--- config.mk ---
export PLATFORM = sky130hd
export DESIGN_NAME = cacheline_adapter_flat
export DESIGN_NICKNAME = d
export VERILOG_FILES = /design/src/rtl/cacheline_adapter_pkg.sv /design/src/rtl/cacheline_adapter_if.sv /design/src/rtl/cacheline_adapter_line_deserializer.sv /design/src/rtl/cacheline_adapter.sv /design/src/flat_wrapper.sv
export SDC_FILE = /design/constraint.sdc
export NUM_CORES = 1
export LEC_CHECK = 0
export CORE_AREA = 2 2 399 401
export CTS_CLUSTER_DIAMETER = 120
export DETAILED_ROUTE_END_ITERATION = 10
export DIE_AREA = 0 0 401 403
export SYNTH_ARGS = -nofsm -noshare
export SYNTH_HDL_FRONTEND = slang
export SYNTH_SLANG_ARGS = --single-unit
--- constraint.sdc ---
create_clock -name clk -period 3 [get_ports clk]
set_input_delay 0.6 -clock clk [delete_from_list [all_inputs] [get_ports clk]]
set_output_delay 0.6 -clock clk [all_outputs]
set_load 0.02 [all_outputs]
--- src/rtl/cacheline_adapter_pkg.sv ---
// rtl/cacheline_adapter_pkg.sv - shared state/kind types and beat geometry for the cache line burst adapter
package cache_types;

    localparam int BEATS      = 4;
    localparam int BEAT_CNT_W = $clog2(BEATS);

    typedef enum logic [2:0] {
        IDLE,
        RD_CMD,
        RD_BEATS,
        WR_BEATS,
        RESP
    } adapter_state_t;

    typedef enum logic [1:0] {
        DEMAND_RD,
        PREFETCH,
        WRITE
    } req_kind_t;

endpackage

--- src/rtl/cacheline_adapter_if.sv ---
// rtl/cacheline_adapter_if.sv - burst-memory port between the line adapter and memory
interface cacheline_adapter_if #(
    parameter int ADDR_WIDTH = 32,
    parameter int BEAT_BITS  = 64
);
    logic [ADDR_WIDTH-1:0] bmem_addr;
    logic                  bmem_read;
    logic                  bmem_write;
    logic [BEAT_BITS-1:0]  bmem_wdata;
    logic                  bmem_ready;
    logic [ADDR_WIDTH-1:0] bmem_raddr;
    logic [BEAT_BITS-1:0]  bmem_rdata;
    logic                  bmem_rvalid;

    modport master (
        output bmem_addr, bmem_read, bmem_write, bmem_wdata,
        input  bmem_ready, bmem_raddr, bmem_rdata, bmem_rvalid
    );

    modport slave (
        input  bmem_addr, bmem_read, bmem_write, bmem_wdata,
        output bmem_ready, bmem_raddr, bmem_rdata, bmem_rvalid
    );
endinterface

--- src/rtl/cacheline_adapter_line_deserializer.sv ---
// rtl/cacheline_adapter_line_deserializer.sv - beat counter and line assembly register for read bursts
module line_deserializer
    import cache_types::*;
#(
    parameter int LINE_BITS = 256,
    parameter int BEAT_BITS = 64
) (
    input  logic                 clk,
    input  logic                 rst,
    input  logic                 clear,
    input  logic                 beat_valid,
    input  logic [BEAT_BITS-1:0] beat_data,
    output logic [LINE_BITS-1:0] line,
    output logic                 last_beat
);

    logic [BEAT_CNT_W-1:0] beat_cnt;

    // Beat k lands at line[k*BEAT_BITS +: BEAT_BITS]; clearing also wipes any partial line.
    always_ff @(posedge clk) begin
        if (rst || clear) begin
            beat_cnt <= '0;
            line     <= '0;
        end else if (beat_valid) begin
            line[beat_cnt*BEAT_BITS +: BEAT_BITS] <= beat_data;
            beat_cnt                              <= beat_cnt + 1'b1;
        end
    end

    assign last_beat = beat_valid && (beat_cnt == BEAT_CNT_W'(BEATS - 1));

endmodule

--- src/rtl/cacheline_adapter.sv ---
// rtl/cacheline_adapter.sv - converts 256-bit line read/writeback/prefetch requests into 64-bit bursts
module cacheline_adapter
    import cache_types::*;
#(
    parameter int LINE_BITS  = 256,
    parameter int BEAT_BITS  = 64,
    parameter int ADDR_WIDTH = 32
) (
    input  logic                  clk,
    input  logic                  rst,
    input  logic [ADDR_WIDTH-1:0] mem_addr,
    input  logic                  mem_read,
    input  logic                  mem_write,
    input  logic [LINE_BITS-1:0]  mem_wdata,
    output logic [LINE_BITS-1:0]  mem_rdata,
    output logic                  mem_resp,
    input  logic                  prefetch,
    input  logic [ADDR_WIDTH-1:0] prefetch_addr,
    output logic [LINE_BITS-1:0]  prefetch_rdata,
    output logic                  prefetch_rvalid,
    output logic                  prefetch_busy,
    cacheline_adapter_if.master   bmem
);

    localparam logic [ADDR_WIDTH-1:0] LINE_MASK = ~ADDR_WIDTH'(LINE_BITS/8 - 1);

    adapter_state_t        state, state_n;
    req_kind_t             kind, kind_n;
    logic [ADDR_WIDTH-1:0] addr_q, addr_n;
    logic [LINE_BITS-1:0]  wdata_q, wdata_n;
    logic [BEAT_CNT_W-1:0] wr_beat, wr_beat_n;
    logic                  deser_clear;
    logic                  beat_ok;
    logic                  rd_last;
    logic [LINE_BITS-1:0]  line;

    // Beats tagged with another address (or arriving outside RD_BEATS) belong to nobody and are dropped.
    assign beat_ok = (state == RD_BEATS) && bmem.bmem_rvalid && (bmem.bmem_raddr == addr_q);

    line_deserializer #(
        .LINE_BITS (LINE_BITS),
        .BEAT_BITS (BEAT_BITS)
    ) u_deser (
        .clk        (clk),
        .rst        (rst),
        .clear      (deser_clear),
        .beat_valid (beat_ok),
        .beat_data  (bmem.bmem_rdata),
        .line       (line),
        .last_beat  (rd_last)
    );

    always_ff @(posedge clk) begin
        if (rst) begin
            state   <= IDLE;
            kind    <= DEMAND_RD;
            addr_q  <= '0;
            wdata_q <= '0;
            wr_beat <= '0;
        end else begin
            state   <= state_n;
            kind    <= kind_n;
            addr_q  <= addr_n;
            wdata_q <= wdata_n;
            wr_beat <= wr_beat_n;
        end
    end

    always_comb begin
        state_n     = state;
        kind_n      = kind;
        addr_n      = addr_q;
        wdata_n     = wdata_q;
        wr_beat_n   = wr_beat;
        deser_clear = 1'b0;
        case (state)
            IDLE: begin
                // Writeback first so a dirty victim leaves before its replacement is fetched.
                if (mem_write) begin
                    kind_n    = WRITE;
                    addr_n    = mem_addr & LINE_MASK;
                    wdata_n   = mem_wdata;
                    wr_beat_n = '0;
                    state_n   = WR_BEATS;
                end else if (mem_read) begin
                    kind_n      = DEMAND_RD;
                    addr_n      = mem_addr & LINE_MASK;
                    deser_clear = 1'b1;
                    state_n     = RD_CMD;
                end else if (prefetch) begin
                    kind_n      = PREFETCH;
                    addr_n      = prefetch_addr & LINE_MASK;
                    deser_clear = 1'b1;
                    state_n     = RD_CMD;
                end
            end
            RD_CMD: begin
                if (bmem.bmem_ready) begin
                    state_n = RD_BEATS;
                end
            end
            RD_BEATS: begin
                if (rd_last) begin
                    state_n = RESP;
                end
            end
            WR_BEATS: begin
                if (bmem.bmem_ready) begin
                    if (wr_beat == BEAT_CNT_W'(BEATS - 1)) begin
                        state_n = RESP;
                    end else begin
                        wr_beat_n = wr_beat + 1'b1;
                    end
                end
            end
            RESP: begin
                state_n = IDLE;
            end
            default: begin
                state_n = IDLE;
            end
        endcase
    end

    assign bmem.bmem_addr  = addr_q;
    assign bmem.bmem_read  = (state == RD_CMD);
    assign bmem.bmem_write = (state == WR_BEATS);
    assign bmem.bmem_wdata = wdata_q[wr_beat*BEAT_BITS +: BEAT_BITS];

    assign mem_rdata       = line;
    assign prefetch_rdata  = line;
    assign mem_resp        = (state == RESP) && (kind != PREFETCH);
    assign prefetch_rvalid = (state == RESP) && (kind == PREFETCH);
    assign prefetch_busy   = (kind == PREFETCH) && ((state == RD_CMD) || (state == RD_BEATS));

endmodule
--- src/flat_wrapper.sv ---
// flat-port wrapper written by rule: the top's interface ports become plain ports
module cacheline_adapter_flat import cache_types::*;
#(
    parameter int LINE_BITS  = 256,
    parameter int BEAT_BITS  = 64,
    parameter int ADDR_WIDTH = 32
)
  (clk, rst, mem_addr, mem_read, mem_write, mem_wdata, mem_rdata, mem_resp, prefetch, prefetch_addr, prefetch_rdata, prefetch_rvalid, prefetch_busy, bmem_bmem_addr, bmem_bmem_read, bmem_bmem_write, bmem_bmem_wdata, bmem_bmem_ready, bmem_bmem_raddr, bmem_bmem_rdata, bmem_bmem_rvalid);
  cacheline_adapter_if #(.ADDR_WIDTH(ADDR_WIDTH), .BEAT_BITS(BEAT_BITS)) bmem_i ();
  input  logic clk;
  input  logic rst;
  input  logic [ADDR_WIDTH-1:0] mem_addr;
  input  logic mem_read;
  input  logic mem_write;
  input  logic [LINE_BITS-1:0] mem_wdata;
  output logic [LINE_BITS-1:0] mem_rdata;
  output logic mem_resp;
  input  logic prefetch;
  input  logic [ADDR_WIDTH-1:0] prefetch_addr;
  output logic [LINE_BITS-1:0] prefetch_rdata;
  output logic prefetch_rvalid;
  output logic prefetch_busy;
  output wire logic [$bits(bmem_i.bmem_addr)-1:0] bmem_bmem_addr;
  output wire logic [$bits(bmem_i.bmem_read)-1:0] bmem_bmem_read;
  output wire logic [$bits(bmem_i.bmem_write)-1:0] bmem_bmem_write;
  output wire logic [$bits(bmem_i.bmem_wdata)-1:0] bmem_bmem_wdata;
  input wire logic [$bits(bmem_i.bmem_ready)-1:0] bmem_bmem_ready;
  input wire logic [$bits(bmem_i.bmem_raddr)-1:0] bmem_bmem_raddr;
  input wire logic [$bits(bmem_i.bmem_rdata)-1:0] bmem_bmem_rdata;
  input wire logic [$bits(bmem_i.bmem_rvalid)-1:0] bmem_bmem_rvalid;
  assign bmem_bmem_addr = bmem_i.bmem_addr;
  assign bmem_bmem_read = bmem_i.bmem_read;
  assign bmem_bmem_write = bmem_i.bmem_write;
  assign bmem_bmem_wdata = bmem_i.bmem_wdata;
  assign bmem_i.bmem_ready = bmem_bmem_ready;
  assign bmem_i.bmem_raddr = bmem_bmem_raddr;
  assign bmem_i.bmem_rdata = bmem_bmem_rdata;
  assign bmem_i.bmem_rvalid = bmem_bmem_rvalid;
  cacheline_adapter #(.LINE_BITS(LINE_BITS), .BEAT_BITS(BEAT_BITS), .ADDR_WIDTH(ADDR_WIDTH)) u_core (.clk(clk), .rst(rst), .mem_addr(mem_addr), .mem_read(mem_read), .mem_write(mem_write), .mem_wdata(mem_wdata), .mem_rdata(mem_rdata), .mem_resp(mem_resp), .prefetch(prefetch), .prefetch_addr(prefetch_addr), .prefetch_rdata(prefetch_rdata), .prefetch_rvalid(prefetch_rvalid), .prefetch_busy(prefetch_busy), .bmem(bmem_i));
endmodule
==> metrics, run 1 <==
Min-Delay Path Class in2reg; RSZ-0062 raised after global routing no; CP Max Fanout 15; GP Congestion ~0.92; Critical path origin u_core.bmem.bmem_addr[17]; reg2reg end u_core.u_deser.line[33]; Internal ~14000 µW; Switch Pwr about 5700 µW; count of pins over their slew limit 0; Power Density 516 mW/mm²; Hold WS ~0.36 ns; M3 GR Usage between 6 and 7%; Fill cells 17100; share of cells above drive strength 1 8.90%; worst slew pin tran between 1 and 1.5 ns; Mapped Cells 2802; Pleak 0.0130 µW; worst path required time 3.57 ns; maximum VDD drop ~0.34 mV; GR Overflow Total 0; hold_buf cts 0; clk buf depth 3; htree depth 3; FF-to-FF path depth 9; Die X about 400 µm; largest area contributor in the netlist dfxtp_1; CP Capture Point u_core.u_deser.line[33]; I/O Buffers about 1000; startpoint types flop; post-synthesis async set-or-reset flop share 0%; Total Nets Final ~4000; worst-skew pair later-pin latency 0.66 ns; Vias about 22000; kind of critical path reg2reg; Vias/cell roughly 4.0; Worst slew margin 24.8%; register area 0.0110 mm²; YS warnings 0; Period minus WS final roughly 2.9 ns; status finished clean; CP Capture Type flop; clock root cell clkbuf_16; register bit total from synthesis around 550; commonest non-fill, non-tap cell in the layout nand2_1; antenna violations before repair 44; first-pass GRT wire length 179000 µm; HPWL after detailed placement 108000 µm; Core Rows ~150; detailed-route DRC error count 0; global-route usage over all layers 15.7%; Distinct cells, synth 45; full die area roughly 0.16 mm²; Final Cycle Share a little over nine tenths; Layout Area Growth over Synthesis 54.4%; largest net degree at the start of global routing 195; drt pass-1 iters 5; TritonCTS clock tree yes; final WL ~130000 µm; Core ar. around 0.16 mm²; Most Used Layer, Global Route met2; post-synth top area share between 40% and 50%; post-synthesis instance area about 0.025 mm²; GR Layer Usage met1 18.2%; drt wl/cell roughly 23 µm; TNS Setup 0 ns; FF-to-FF Start u_core.bmem.bmem_addr[17]; Starting Density between 15 and 20%; Primary FF master, synth dfxtp_1; multi-input logic area between 0.01 and 0.015 mm²; Reg power frac approximately two fifths; Setup-failing EPs final 0; DRT iter0 DRCs 1474; post-route ant nets 0; vias in the first global route between 20000 and 25000; Switching Fraction approximately 29%; dominant cells by area after synthesis dfxtp_1, nand2_1, mux2i_1; Reg clk slew, reported paths 0.06 ns; Max Cap Viol 0; Clock power frac between 40% and 50%; Hold Violations, Final 0; register area share after synthesis about 44%; r2r setup slk ~0.086 ns; Max Fclk roughly 340 MHz; Fin Clk Skew 0.0236 ns; Comb pwr share between 15 and 20%; mean post-synth cell area a little under 9 µm²; worst endpoint data arrival time roughly 3.5 ns; Finished Core Util between 20% and 30%; I/O pins 1036; Inserted Clock Buffers 67; Die Ht 403 µm; clk sinks about 550; Post-synth EDFFs 0; most frequent cells in the layout nand2_1, clkdlybuf4s50_1, dfxtp_1; met2 usage 26.2%
routing by layer:
| metal | vias up | share of wire, % |
|---|---|---|
| met1 | 10900 | 39 |
| li1 | 10500 | - |
| met5 | - | 0.084 |
| met3 | 188 | 10 |
| met4 | 18 | 3.6 |
| met2 | 949 | 47 |
metrics by stage:
stage          area (µm²)  power (µW)  cells  setup WS (ns)
2_1_floorplan       24700        9760   2806          0.664
3_3_place_gp        35800       11400   5550         -0.357
4_1_cts             38100       20000   5679        -0.0401
3_5_place_dp        35800       11500   5550         -0.375
5_1_grt             38100       20500   5682         0.0117
6_report            38100       19700   5690         0.0861
cells in the mapped netlist (4+ instances only):
cell	count
nand2_1	1027
dfxtp_1	548
mux2i_1	284
a21oi_1	264
buf_4	262
clkbuf_1	108
mux4_2	64
buf_2	53
nor2_1	32
a211oi_1	29
xor2_1	22
buf_8	18
inv_1	14
buf_1	6
ha_1	6
nor4_1	6
buf_12	5
nor4_4	5
xnor2_1	5
and3_1	4
buf_6	4
nor2b_1	4
flip-flops by register name, indices dropped and copies added, names as in the netlist:
| signal | flops |
|---|---|
| u_core.u_deser.line | 256 |
| u_core.u_deser.beat_cnt | 2 |
| u_core.wr_beat | 2 |
| u_core.wdata_q | 256 |
| u_core.kind | 2 |
| u_core.bmem.bmem_addr | 27 |
| u_core.state | 3 |
timing repair:
action / 4_1_cts / 5_1_grt
buffers inserted: 6 / 0
endpoints found under the setup margin: 65 / 3
resized for setup: 83 / 5
cloned: 1 / 0
power by group through the flow:
stage	logic (µW)	registers [µW]	clock network (µW)
after CTS	3260	8020	8730
after detailed placement	3290	8180	0
after global placement	3270	8160	0
after global routing	3490	8070	8970
final	3220	8020	8440
after floorplan	1610	8150	0
final cells by class:
class / count / area share (%)
timing repair buffer: 1135 / 30.2
sequential: 548 / 28.8
multi-input combinational: 1788 / 28.0
tap: 2072 / 6.80
clock buffer: 90 / 4.97
clock inverter: 32 / 0.989
inverter: 14 / 0.138
antenna: 11 / 0.0722
cell families (layout without fill, tap and decap cells):
logic type      Yosys count  after routing  synth area share, %
mux                     348            348                 17.4
fa+ha+maj                 6              6                0.304
flops                   548            548                 44.5
other cells               1             16               0.0152
simple gates           1094           1094                 17.5
compound gates          308            308                 6.71
xor+xnor                 27             27                0.958
buf+inv                 470           1271                 12.7
worst max-delay path: stages (launching register included):
cell and delay [ns]:
dfxtp_1 0.55, xor2_1 0.12, nor4_1 0.75, buf_4 0.26, nand4_2 0.10, buf_12 0.17
nor4_4 0.21, buf_12 0.21, buf_12 0.19, mux2i_1 0.22
worst min path at each step:
| stage | startpoint | end | slack, ns | cells past startpoint |
|---|---|---|---|---|
| 2_1_floorplan | u_core.wdata_q[128] | u_core.wdata_q[128] | 0.43 | 2 |
| 3_3_place_gp | u_core.wdata_q[211] | u_core.wdata_q[211] | 0.44 | 2 |
| 3_5_place_dp | u_core.wdata_q[199] | u_core.wdata_q[199] | 0.44 | 2 |
| 4_1_cts | rst | u_core.state[0] | 0.28 | 2 |
| 5_1_grt | rst | u_core.state[0] | 0.32 | 2 |
| 6_report | rst | u_core.state[0] | 0.36 | 2 |
Note: power is estimated with default switching activity, not from simulation.
==> inputs of run 2 (changes only) <==
==> constraint.sdc (replaced) <==
create_clock -name clk -period 2.7 [get_ports clk]
set_input_delay 0.54 -clock clk [delete_from_list [all_inputs] [get_ports clk]]
set_output_delay 0.54 -clock clk [all_outputs]
set_load 0.02 [all_outputs]
==> run 2 against run 1 <==
Net effect:
- the run now ends with negative setup slack left
- clock skew up 0.0058 ns
- non-clock buffer count up 42
- count of clock-buffer cells in the layout down 4
- sequential share of layout area down 0.29 points
- critical path depth down 4
- utilization up 0.24 points
- register-to-register slack better by 0.02 ns
==> metrics, run 2 (synthesis gave the netlist of run 1 again) <==
drt wl/cell 23.5 µm (+0.96%); CP cell instances clkbuf_16 -> buf_16 -> buf_6 -> mux4_2 -> buf_6; Hold Path Sink u_core.state[0]; Max Cap Viol 0 (unchanged); Inserted Clock Buffers 69 (+3.0%); Period minus WS final approximately 2.7 ns; Setup-failing EPs final 4 (+4); worst path required time 2.16 ns (-1.41 ns); largest net degree at the start of global routing 199 (+2.1%); Switching Fraction 28.4% (-0.47 points); Min-Delay Path Class in2reg; startpoint types flop; drt pass-1 iters 5 (unchanged); RSZ-0062 raised after global routing yes; hold_sp rst; pre-CTS setup slack -0.816 ns (-0.442 ns); GP Congestion 0.914 (-1.0%); Fin Clk Skew 0.0294 ns (+0.00577 ns); DRT iter0 DRCs 1247 (-15%); Switch Pwr 6310 µW (+11%); clock root cell clkbuf_16; Die X 401 µm (unchanged); Max Fclk ~370 MHz; Pleak 0.0132 µW (+1.3%); FF-to-FF path depth 9 (unchanged); Largest stage delay, worst path 0.49 ns (-0.26 ns); CP Capture Type primary output; final worst slack -0.0235 ns (-0.110 ns); Power Density 577 mW/mm² (+12%); Comb pwr share 17.0% (+0.6 points); CP max-delay cell mux4_2; reg2reg end u_core.u_deser.line[200]; worst-skew pair later-pin latency 0.65 ns (about the same); clk sinks 548 (unchanged); CP Max Fanout 7 (-8); Final Cycle Share 101%; Core ar. 0.157 mm² (unchanged); critical path's most frequent cell buf_6; I/O Buffers 1020 (unchanged); full die area 0.162 mm² (unchanged); Vias 22700 (+1.1%); hold path cells 2 (unchanged); GR Overflow Total 0 (unchanged); maximum VDD drop 0.354 mV (+4.2%); clk buf depth 3 (unchanged); worst endpoint data arrival time 2.18 ns (-1.30 ns); count of pins over their slew limit 0 (unchanged); HPWL after detailed placement 110000 µm (+1.7%); Total Nets Final 4027 (+1.1%); failing checks negative setup slack; Vias/cell 3.97 (+0.40%); placed cell area 0.0361 mm² (+0.74%); Layout Area Growth over Synthesis 55.9%; htree depth 3 (unchanged); Die Ht 403 µm (unchanged); detailed-route DRC error count 0 (unchanged); final WL 135000 µm (+1.6%); post-route ant nets 0 (unchanged); Design Power 22200 µW (+13%); Starting Density 15.7% (unchanged); global-route usage over all layers 15.9% (+0.15 points); Reg clk slew, reported paths 0.06 ns (about the same); first-pass GRT wire length 181000 µm (+0.87%); worst slew pin tran 1.42 ns (+0.290 ns); vias in the first global route 22200 (+1.5%); TritonCTS clock tree yes; antenna violations before repair 44 (unchanged); kind of critical path reg2out; commonest non-fill, non-tap cell in the layout nand2_1; crit-path leading delay family buffers and inverters; Hold Violations, Final 0 (unchanged); Final Cell Area 0.0385 mm² (+1.0%); Worst Path Buf+Inv 4 (unchanged); r2r setup slk 0.11 ns (+0.02 ns); Finished Core Util 24.4% (+0.24 points); Internal 15900 µW (+14%); FF-to-FF Start u_core.bmem.bmem_addr[28]; Clock power frac 43.0% (about the same); I/O pins 1036 (unchanged); Worst slew margin 5.48% (-19 points); most frequent cells in the layout nand2_1, clkdlybuf4s50_1, dfxtp_1; hold_buf cts 0 (unchanged); Reg power frac 40.1% (-0.7 points); Core Rows 146 (unchanged); status finished, violations left; Fill cells 17100 (+0.076%); share of cells above drive strength 1 11.4% (+2.5 points)
==> run 2: cell types whose count changed in the layout (fill, tap and decap cells not counted), sizes merged, moves of 2 or more <==
cell and change:
bufinv +2, dlygate4sd2 -46, buf +86, clkbuf +3, clkinvlp -3, clkdlybuf4s50 -5
clkinv +3
==> run 2: how the worst max path moves through the flow <==
stage | start | endpoint | slack (ns) | cells after the start
final | u_core.wr_beat[0] | bmem_bmem_wdata[34] | -0.02 | 5
after detailed placement | bmem_bmem_raddr[28] | u_core.u_deser.line[108] | -0.82 | 9
after floorplan | u_core.wr_beat[0] | bmem_bmem_wdata[0] | 0.42 | 3
after global placement | bmem_bmem_raddr[28] | u_core.u_deser.line[123] | -0.78 | 9
after CTS | u_core.wr_beat[0] | bmem_bmem_wdata[8] | -0.24 | 4
after global routing | u_core.wr_beat[0] | bmem_bmem_wdata[14] | -0.15 | 5
==> run 2: layout make-up <==
| cell class | instances | area [µm²] | area share [%] |
|---|---|---|---|
| well taps | 2072 | 2590 | 6.74 |
| clock buffers | 86 | 1920 | 5.00 |
| multi-input cells | 1788 | 10700 | 27.8 |
| inverters | 14 | 52.6 | 0.137 |
| diodes | 10 | 25.0 | 0.0650 |
| repair buffers | 1177 | 11900 | 30.8 |
| clock inverters | 33 | 372 | 0.966 |
| flip-flops and latches | 548 | 11000 | 28.5 |
==> run 2: power by group through the flow <==
stage	combinational, µW	clock, µW	sequential (µW)
2_1_floorplan	1790	0	9050
3_3_place_gp	3760	0	9050
3_5_place_dp	3790	0	9070
4_1_cts	3770	9870	8900
5_1_grt	4080	10100	8950
6_report	3770	9550	8900
==> run 2: timing repair <==
item | 4_1_cts | 5_1_grt
resized for setup | 183 | 123
setup endpoints to repair | 325 | 77
endpoints found under the hold margin | 0 | 0
buffers inserted | 6 | 2
cloned | 1 | 1
==> run 2: through the flow <==
stage          hold slack, ns  std cells  TNS [ns]
2_1_floorplan           0.433       2806         0
6_report                0.268       5728   -0.0562
3_3_place_gp            0.439       5590   -184.90
5_1_grt                 0.230       5722     -3.26
4_1_cts                 0.167       5716     -7.44
3_5_place_dp            0.444       5590   -188.96
==> run 2: layer usage <==
metal / routed length [µm] / global-route usage (%)
met1: 53000 / 18.3
met3: 13000 / 6.30
met5: 112 / 0
met4: 5110 / 5.92
met2: 63600 / 26.4
